[src/rtl/mips_pkg.sv]
// Shared MIPS datapath definitions: default widths, register/word types, zero-register index.
package mips_pkg;

  localparam int unsigned MIPS_DATA_W = 32;
  localparam int unsigned MIPS_ADDR_W = 5;

  typedef logic [MIPS_ADDR_W-1:0] reg_addr_t;
  typedef logic [MIPS_DATA_W-1:0] word_t;

  localparam reg_addr_t REG_ZERO = '0;

endpackage

[src/rtl/reg_file_mp_if.sv]
// Decode/writeback bus of the multi-port register file.
interface reg_file_mp_if import mips_pkg::*; #(
  parameter int unsigned DATA_W = MIPS_DATA_W,
  parameter int unsigned ADDR_W = MIPS_ADDR_W,
  parameter int unsigned NUM_RD = 2,
  parameter int unsigned NUM_WR = 2
);

  logic [NUM_RD-1:0]        rd_en;
  logic [NUM_RD*ADDR_W-1:0] rd_addr;
  logic [NUM_RD*DATA_W-1:0] rd_data;
  logic [NUM_RD-1:0]        rd_busy;
  logic [NUM_WR-1:0]        wr_en;
  logic [NUM_WR*ADDR_W-1:0] wr_addr;
  logic [NUM_WR*DATA_W-1:0] wr_data;
  logic                     rsv_en;
  logic [ADDR_W-1:0]        rsv_addr;

  modport master (
    output rd_en, rd_addr, wr_en, wr_addr, wr_data, rsv_en, rsv_addr,
    input  rd_data, rd_busy
  );

  modport slave (
    input  rd_en, rd_addr, wr_en, wr_addr, wr_data, rsv_en, rsv_addr,
    output rd_data, rd_busy
  );

endinterface

[src/rtl/reg_file_rd_port.sv]
// One registered read port: write-first bypass over the stored value plus output registers.
module reg_file_rd_port import mips_pkg::*; #(
  parameter int unsigned DATA_W   = MIPS_DATA_W,
  parameter int unsigned ADDR_W   = MIPS_ADDR_W,
  parameter int unsigned NUM_WR   = 2,
  parameter int unsigned ZERO_REG = 1
) (
  input  logic                     clk_i,
  input  logic                     rst_i,
  input  logic                     rd_en_i,
  input  logic [ADDR_W-1:0]        rd_addr_i,
  input  logic [DATA_W-1:0]        mem_data_i,
  input  logic                     mem_busy_i,
  // Only priority-winning, zero-masked writes arrive here, so at most one can hit.
  input  logic [NUM_WR-1:0]        wr_win_i,
  input  logic [NUM_WR*ADDR_W-1:0] wr_addr_i,
  input  logic [NUM_WR*DATA_W-1:0] wr_data_i,
  input  logic                     rsv_en_i,
  input  logic [ADDR_W-1:0]        rsv_addr_i,
  output logic [DATA_W-1:0]        rd_data_o,
  output logic                     rd_busy_o
);

  localparam bit ZeroEn = (ZERO_REG != 0);

  logic [DATA_W-1:0] rd_data_q, rd_data_d;
  logic              rd_busy_q, rd_busy_d;

  // Next read value: stored state overridden by same-edge write data, then reserve sets busy.
  always_comb begin
    rd_data_d = rd_data_q;
    rd_busy_d = rd_busy_q;
    if (rd_en_i) begin
      rd_data_d = mem_data_i;
      rd_busy_d = mem_busy_i;
      for (int w = 0; w < int'(NUM_WR); w++) begin
        if (wr_win_i[w] && (wr_addr_i[w*ADDR_W +: ADDR_W] == rd_addr_i)) begin
          rd_data_d = wr_data_i[w*DATA_W +: DATA_W];
          rd_busy_d = 1'b0;
        end
      end
      if (rsv_en_i && (rsv_addr_i == rd_addr_i)) begin
        rd_busy_d = 1'b1;
      end
      if (ZeroEn && (rd_addr_i == '0)) begin
        rd_data_d = '0;
        rd_busy_d = 1'b0;
      end
    end
  end

  // Output registers, held between read strobes.
  always_ff @(posedge clk_i or posedge rst_i) begin
    if (rst_i) begin
      rd_data_q <= '0;
      rd_busy_q <= 1'b0;
    end else begin
      rd_data_q <= rd_data_d;
      rd_busy_q <= rd_busy_d;
    end
  end

  assign rd_data_o = rd_data_q;
  assign rd_busy_o = rd_busy_q;

endmodule

[src/rtl/reg_file_mp.sv]
// Multi-port MIPS register file with write-first bypass and per-register pending scoreboard.
module reg_file_mp import mips_pkg::*; #(
  parameter int unsigned DATA_W   = MIPS_DATA_W,
  parameter int unsigned ADDR_W   = MIPS_ADDR_W,
  parameter int unsigned NUM_RD   = 2,
  parameter int unsigned NUM_WR   = 2,
  parameter int unsigned ZERO_REG = 1
) (
  input  logic          clk,
  input  logic          rst,
  reg_file_mp_if.slave  bus
);

  localparam int unsigned DEPTH  = 2 ** ADDR_W;
  localparam bit          ZeroEn = (ZERO_REG != 0);

  logic [DATA_W-1:0] mem_q [DEPTH];
  logic [DATA_W-1:0] mem_d [DEPTH];
  logic [DEPTH-1:0]  pending_q, pending_d;

  logic [NUM_WR-1:0] wr_eff;
  logic [NUM_WR-1:0] wr_win;
  logic              rsv_eff;

  logic [NUM_RD*DATA_W-1:0] rd_data_w;
  logic [NUM_RD-1:0]        rd_busy_w;

  assign rsv_eff = bus.rsv_en && !(ZeroEn && (bus.rsv_addr == '0));

  // Write-priority resolution: a port wins unless a higher-index port writes the same address.
  for (genvar w = 0; w < int'(NUM_WR); w++) begin : g_wr
    logic [ADDR_W-1:0] addr_w;
    logic              beaten;

    assign addr_w    = bus.wr_addr[w*ADDR_W +: ADDR_W];
    assign wr_eff[w] = bus.wr_en[w] && !(ZeroEn && (addr_w == '0));

    // Flag this port as overridden by any higher-priority port to the same address.
    always_comb begin
      beaten = 1'b0;
      for (int h = w + 1; h < int'(NUM_WR); h++) begin
        if (wr_eff[h] && (bus.wr_addr[h*ADDR_W +: ADDR_W] == addr_w)) begin
          beaten = 1'b1;
        end
      end
    end

    assign wr_win[w] = wr_eff[w] && !beaten;
  end

  // Storage and scoreboard next state: winning writes clear pending, a reserve then sets it.
  always_comb begin
    mem_d     = mem_q;
    pending_d = pending_q;
    for (int w = 0; w < int'(NUM_WR); w++) begin
      if (wr_win[w]) begin
        mem_d[bus.wr_addr[w*ADDR_W +: ADDR_W]]     = bus.wr_data[w*DATA_W +: DATA_W];
        pending_d[bus.wr_addr[w*ADDR_W +: ADDR_W]] = 1'b0;
      end
    end
    if (rsv_eff) begin
      pending_d[bus.rsv_addr] = 1'b1;
    end
  end

  // Storage and scoreboard registers; reset drops any in-flight state.
  always_ff @(posedge clk or posedge rst) begin
    if (rst) begin
      for (int i = 0; i < int'(DEPTH); i++) begin
        mem_q[i] <= '0;
      end
      pending_q <= '0;
    end else begin
      mem_q     <= mem_d;
      pending_q <= pending_d;
    end
  end

  for (genvar p = 0; p < int'(NUM_RD); p++) begin : g_rd
    logic [ADDR_W-1:0] addr_p;
    logic [DATA_W-1:0] mem_data_p;
    logic              mem_busy_p;

    assign addr_p     = bus.rd_addr[p*ADDR_W +: ADDR_W];
    assign mem_data_p = mem_q[addr_p];
    assign mem_busy_p = pending_q[addr_p];

    reg_file_rd_port #(
      .DATA_W   (DATA_W),
      .ADDR_W   (ADDR_W),
      .NUM_WR   (NUM_WR),
      .ZERO_REG (ZERO_REG)
    ) u_rd_port (
      .clk_i      (clk),
      .rst_i      (rst),
      .rd_en_i    (bus.rd_en[p]),
      .rd_addr_i  (addr_p),
      .mem_data_i (mem_data_p),
      .mem_busy_i (mem_busy_p),
      .wr_win_i   (wr_win),
      .wr_addr_i  (bus.wr_addr),
      .wr_data_i  (bus.wr_data),
      .rsv_en_i   (rsv_eff),
      .rsv_addr_i (bus.rsv_addr),
      .rd_data_o  (rd_data_w[p*DATA_W +: DATA_W]),
      .rd_busy_o  (rd_busy_w[p])
    );
  end

  assign bus.rd_data = rd_data_w;
  assign bus.rd_busy = rd_busy_w;

endmodule

[src/flat_wrapper.sv]
// flat-port wrapper written by rule: the top's interface ports become plain ports
module reg_file_mp_flat import mips_pkg::*;
#(
  parameter int unsigned DATA_W   = MIPS_DATA_W,
  parameter int unsigned ADDR_W   = MIPS_ADDR_W,
  parameter int unsigned NUM_RD   = 2,
  parameter int unsigned NUM_WR   = 2,
  parameter int unsigned ZERO_REG = 1
)
  (clk, rst, bus_rd_en, bus_rd_addr, bus_wr_en, bus_wr_addr, bus_wr_data, bus_rsv_en, bus_rsv_addr, bus_rd_data, bus_rd_busy);
  reg_file_mp_if #(.DATA_W(DATA_W), .ADDR_W(ADDR_W), .NUM_RD(NUM_RD), .NUM_WR(NUM_WR)) bus_i ();
  input  logic clk;
  input  logic rst;
  input wire logic [$bits(bus_i.rd_en)-1:0] bus_rd_en;
  input wire logic [$bits(bus_i.rd_addr)-1:0] bus_rd_addr;
  input wire logic [$bits(bus_i.wr_en)-1:0] bus_wr_en;
  input wire logic [$bits(bus_i.wr_addr)-1:0] bus_wr_addr;
  input wire logic [$bits(bus_i.wr_data)-1:0] bus_wr_data;
  input wire logic [$bits(bus_i.rsv_en)-1:0] bus_rsv_en;
  input wire logic [$bits(bus_i.rsv_addr)-1:0] bus_rsv_addr;
  output wire logic [$bits(bus_i.rd_data)-1:0] bus_rd_data;
  output wire logic [$bits(bus_i.rd_busy)-1:0] bus_rd_busy;
  assign bus_i.rd_en = bus_rd_en;
  assign bus_i.rd_addr = bus_rd_addr;
  assign bus_i.wr_en = bus_wr_en;
  assign bus_i.wr_addr = bus_wr_addr;
  assign bus_i.wr_data = bus_wr_data;
  assign bus_i.rsv_en = bus_rsv_en;
  assign bus_i.rsv_addr = bus_rsv_addr;
  assign bus_rd_data = bus_i.rd_data;
  assign bus_rd_busy = bus_i.rd_busy;
  reg_file_mp #(.DATA_W(DATA_W), .ADDR_W(ADDR_W), .NUM_RD(NUM_RD), .NUM_WR(NUM_WR), .ZERO_REG(ZERO_REG)) u_core (.clk(clk), .rst(rst), .bus(bus_i));
endmodule
[config.mk]
export PLATFORM = sky130hd
export DESIGN_NAME = reg_file_mp_flat
export DESIGN_NICKNAME = d
export VERILOG_FILES = /design/src/rtl/mips_pkg.sv /design/src/rtl/reg_file_mp_if.sv /design/src/rtl/reg_file_rd_port.sv /design/src/rtl/reg_file_mp.sv /design/src/flat_wrapper.sv
export SDC_FILE = /design/constraint.sdc
export NUM_CORES = 2
export LEC_CHECK = 0
export CORE_MARGIN = 2
export CORE_UTILIZATION = 55
export DETAILED_ROUTE_END_ITERATION = 10
export PLACE_DENSITY_LB_ADDON = 0.1
export SLEW_MARGIN = 20
export SYNTH_ARGS = -nofsm -noshare
export SYNTH_HDL_FRONTEND = slang
export SYNTH_SLANG_ARGS = --single-unit
[constraint.sdc]
create_clock -name clk -period 97.9 [get_ports clk]
set_input_delay 19.58 -clock clk [delete_from_list [all_inputs] [get_ports clk]]
set_output_delay 19.58 -clock clk [all_outputs]
set_load 0.005 [all_outputs]
==> metrics.txt <==
status complete, but fails checks; violated checks design-rule violations; Crit path depth 5; share of layout cells above drive strength 1 9.666%; hold_buf cts 0; Startpoint Class primary input; Worst EP arrival 23.71 ns; GRT busiest layer met2; per-cell routed wire length 33.55 um; R2R Setup Slk 95.94 ns; setup violators final 0; LEAKAGE 37.12 nW; Syn Area/Cell 9.631 um2; vias 61700; routed wire length 295100 um; Post-synth ARST share 100.0%; Slew @ Worst Pin 1.265 ns; Hold Fails Final Rpt 0; clock latency on the worst-skew pair 0.81 ns; CP top delay family simple AND/OR/NAND/NOR gates; grt total ovfl 0; number of global-route vias before repair 58810; dpl cells 8541; Std-Cell Rows 131; Crit Reg-Reg Endpoint u_core.g_rd[0].u_rd_port.rd_data_o[13]; VDD IR max 0.00001685 V; Max-slew headroom 15.66%; cell mode on critical path nor2b_1; GR Util met2 62.67%; CTS tree done; met1 Track Usage GR 57.32%; crit end category flip-flop; # resized after CTS 0; fin cells 8796; CP Class primary input to flip-flop; PwrDens 20.07 nW/um2; final worst-path cycle share 23.53%; DIE WIDTH 363.7 um; clock sink total 1122; CP cell instances clkdlybuf4s50_1 > nor2b_1 > nor2b_1 > nand3_4 > a32o_1; Final Skew 0.03796 ns; Initial DRC Count 9499; core area 128000 um2; GRT Util Overall 43.76%; EDFF count, synth 0; Hold Path Stages 0; CP max stage delay 1.02 ns; Critical Path End u_core.pending_q[8]; Cells after Synth 7389; library cells used by synthesis 52; yosys warns 0; Post-synth top flop dfrtp_1; Min Hold Slack 0.3984 ns; Reg-to-Reg Start u_core.mem_q[397]; CTS Root Cell clkbuf_16; Top Ports 162; synthesized area 71170 um2; Worst Path Buf+Inv 1; Port-buffer cells 161; drt pass-1 iters 11; total negative setup slack 0 ns; DRC errors left 2; nets 7047; routed vias/inst 7.014; Final ANT Viol Nets 0; Synthesized Nets 7485; DP Wirelength 162300 um; htree depth 4; first-pass GRT wire length 418900 um; post-layout min period 23.04 ns; clock buffer depth 3; clk slew on worst S/H paths 0.06 ns; die area 132300 um2; Area growth syn-to-layout 8.889%; gpl congestion 0.8931; CP required 98.57 ns; Initial Util 55.59%; largest net degree at the start of global routing 170; total design power 1.556 mW; Critical-path top delay cell clkdlybuf4s50_1; Die Y 363.7 um; sequential cell area fraction in the yosys report 39.45%; Hold Path Class flip-flop to flip-flop; Achievable Freq 0.04341 GHz; Critical Path Start bus_wr_addr[3]; worst-path maximum fanout 33; RSZ-0062 raised after global routing no; r2r worst-path depth 6; grt met3 use 13.02%; TritonCTS buffer count 134; Synth Register Bits 1122; Final Max Slew Viols 0; setup repair bufs after CTS 0; initial antenna violation count 25; max-cap viol count 0
==> Yosys cell counts, types with 2 or more instances <==
library cell / number / area share [%]
a21oi_1: 252 / 1.8
a221oi_1: 75 / 0.92
a22oi_1: 274 / 2.9
a31oi_1: 48 / 0.42
a32o_1: 26 / 0.37
a32oi_1: 31 / 0.38
a41oi_1: 15 / 0.18
and2_1: 22 / 0.19
and3_1: 5 / 0.044
buf_1: 56 / 0.30
buf_2: 123 / 0.87
buf_4: 116 / 1.2
clkbuf_1: 642 / 3.4
clkinv_1: 2 / 0.011
dfrtp_1: 1122 / 39
inv_1: 29 / 0.15
mux2i_1: 1759 / 25
mux4_2: 148 / 4.7
nand2_1: 1114 / 5.9
nand2b_1: 44 / 0.39
nand3_1: 128 / 0.90
nand3_2: 20 / 0.28
nand3b_1: 17 / 0.18
nand4_1: 38 / 0.33
nand4_4: 8 / 0.24
nand4b_1: 18 / 0.22
nor2_1: 107 / 0.56
nor2_2: 2 / 0.018
nor2b_1: 17 / 0.15
nor3_1: 50 / 0.35
nor4_1: 4 / 0.035
o211a_1: 15 / 0.21
o21ai_0: 849 / 6.0
o21ai_1: 54 / 0.38
o221a_2: 16 / 0.25
o221ai_1: 64 / 0.79
o22ai_1: 31 / 0.27
xnor2_1: 14 / 0.17
xor2_1: 21 / 0.26
==> layer usage <==
metal	up-vias	wire, um	share of wire (%)
met5	-	192	0.065
met4	26	21810	7.4
met3	1125	37130	13
met2	4502	124500	42
met1	30200	111400	38
li1	25840	-	-
==> logic make-up (layout without fill, tap and decap cells) <==
group	after synthesis	in the layout	share of synthesized area [%]
buffers and inverters	969	636	5.950
AO/OA/AOI/OAI	1756	1756	14.89
XOR/XNOR	35	35	0.4308
other	0	11	0
flip-flops	1122	1122	39.45
multiplexers	1908	1908	29.44
AND/OR/NAND/NOR	1599	1599	9.840
==> state kept, by name (all words and copies together), names as in the netlist <==
name                             count
u_core.g_rd.u_rd_port.rd_data_o     64
u_core.mem_q                      1024
u_core.pending_q                    32
u_core.g_rd.u_rd_port.rd_busy_o      2
==> worst min-delay path by stage <==
stage                       start                  to  slack, ns
2_1_floorplan  u_core.mem_q[1000]  u_core.mem_q[1000]       0.44
3_3_place_gp   u_core.mem_q[1016]  u_core.mem_q[1016]       0.38
3_5_place_dp   u_core.mem_q[1012]  u_core.mem_q[1012]       0.38
4_1_cts        u_core.mem_q[1012]  u_core.mem_q[1012]       0.40
5_1_grt        u_core.mem_q[1020]  u_core.mem_q[1020]       0.41
6_report       u_core.mem_q[1012]  u_core.mem_q[1012]       0.40
==> power by group <==
group | switching, mW | internal (mW) | leakage, nW
Combinational | 0.193 | 0.170 | 20.9
Clock | 0.215 | 0.298 | 2.20
Sequential | 0.101 | 0.580 | 14.1
==> stage by stage <==
step	setup slack, ns	utilization, %	instance area (um2)
6_report	74.86	60.54	77490
5_1_grt	74.77	60.53	77490
4_1_cts	75.02	60.44	77370
3_5_place_dp	74.20	56.99	72950
3_3_place_gp	74.30	56.97	72930
2_1_floorplan	46.72	-	71170
==> cell usage in the layout (no fill, tap or decap), types with 18 or more instances in the layout <==
cell type	n
a21oi_1	251
a221oi_1	75
a22oi_1	274
a31oi_1	48
a32o_1	26
a32oi_1	31
buf_4	194
clkbuf_1	30
clkbuf_16	139
clkbuf_8	39
clkdlybuf4s50_1	152
clkinv_2	20
dfrtp_1	1122
inv_1	27
mux2i_1	1759
mux4_2	148
nand2_1	1110
nand2b_1	42
nand3_1	124
nand3_4	23
nand4_1	38
nand4b_1	18
nor2_1	87
nor2_4	20
nor3_1	40
o21ai_0	849
o21ai_1	54
o221ai_1	64
o22ai_1	31
xor2_1	21
==> layout make-up <==
cell class,instances,area [um2]
antenna,11,27.53
clock buffer,208,4128
clock inverter,33,292.8
fill,10720,50520
inverter,31,123.9
multi-input combinational,5298,39370
sequential,1122,28080
tap,1729,2163
timing repair buffer,364,3308
Note: power is estimated with default switching activity, not from simulation.
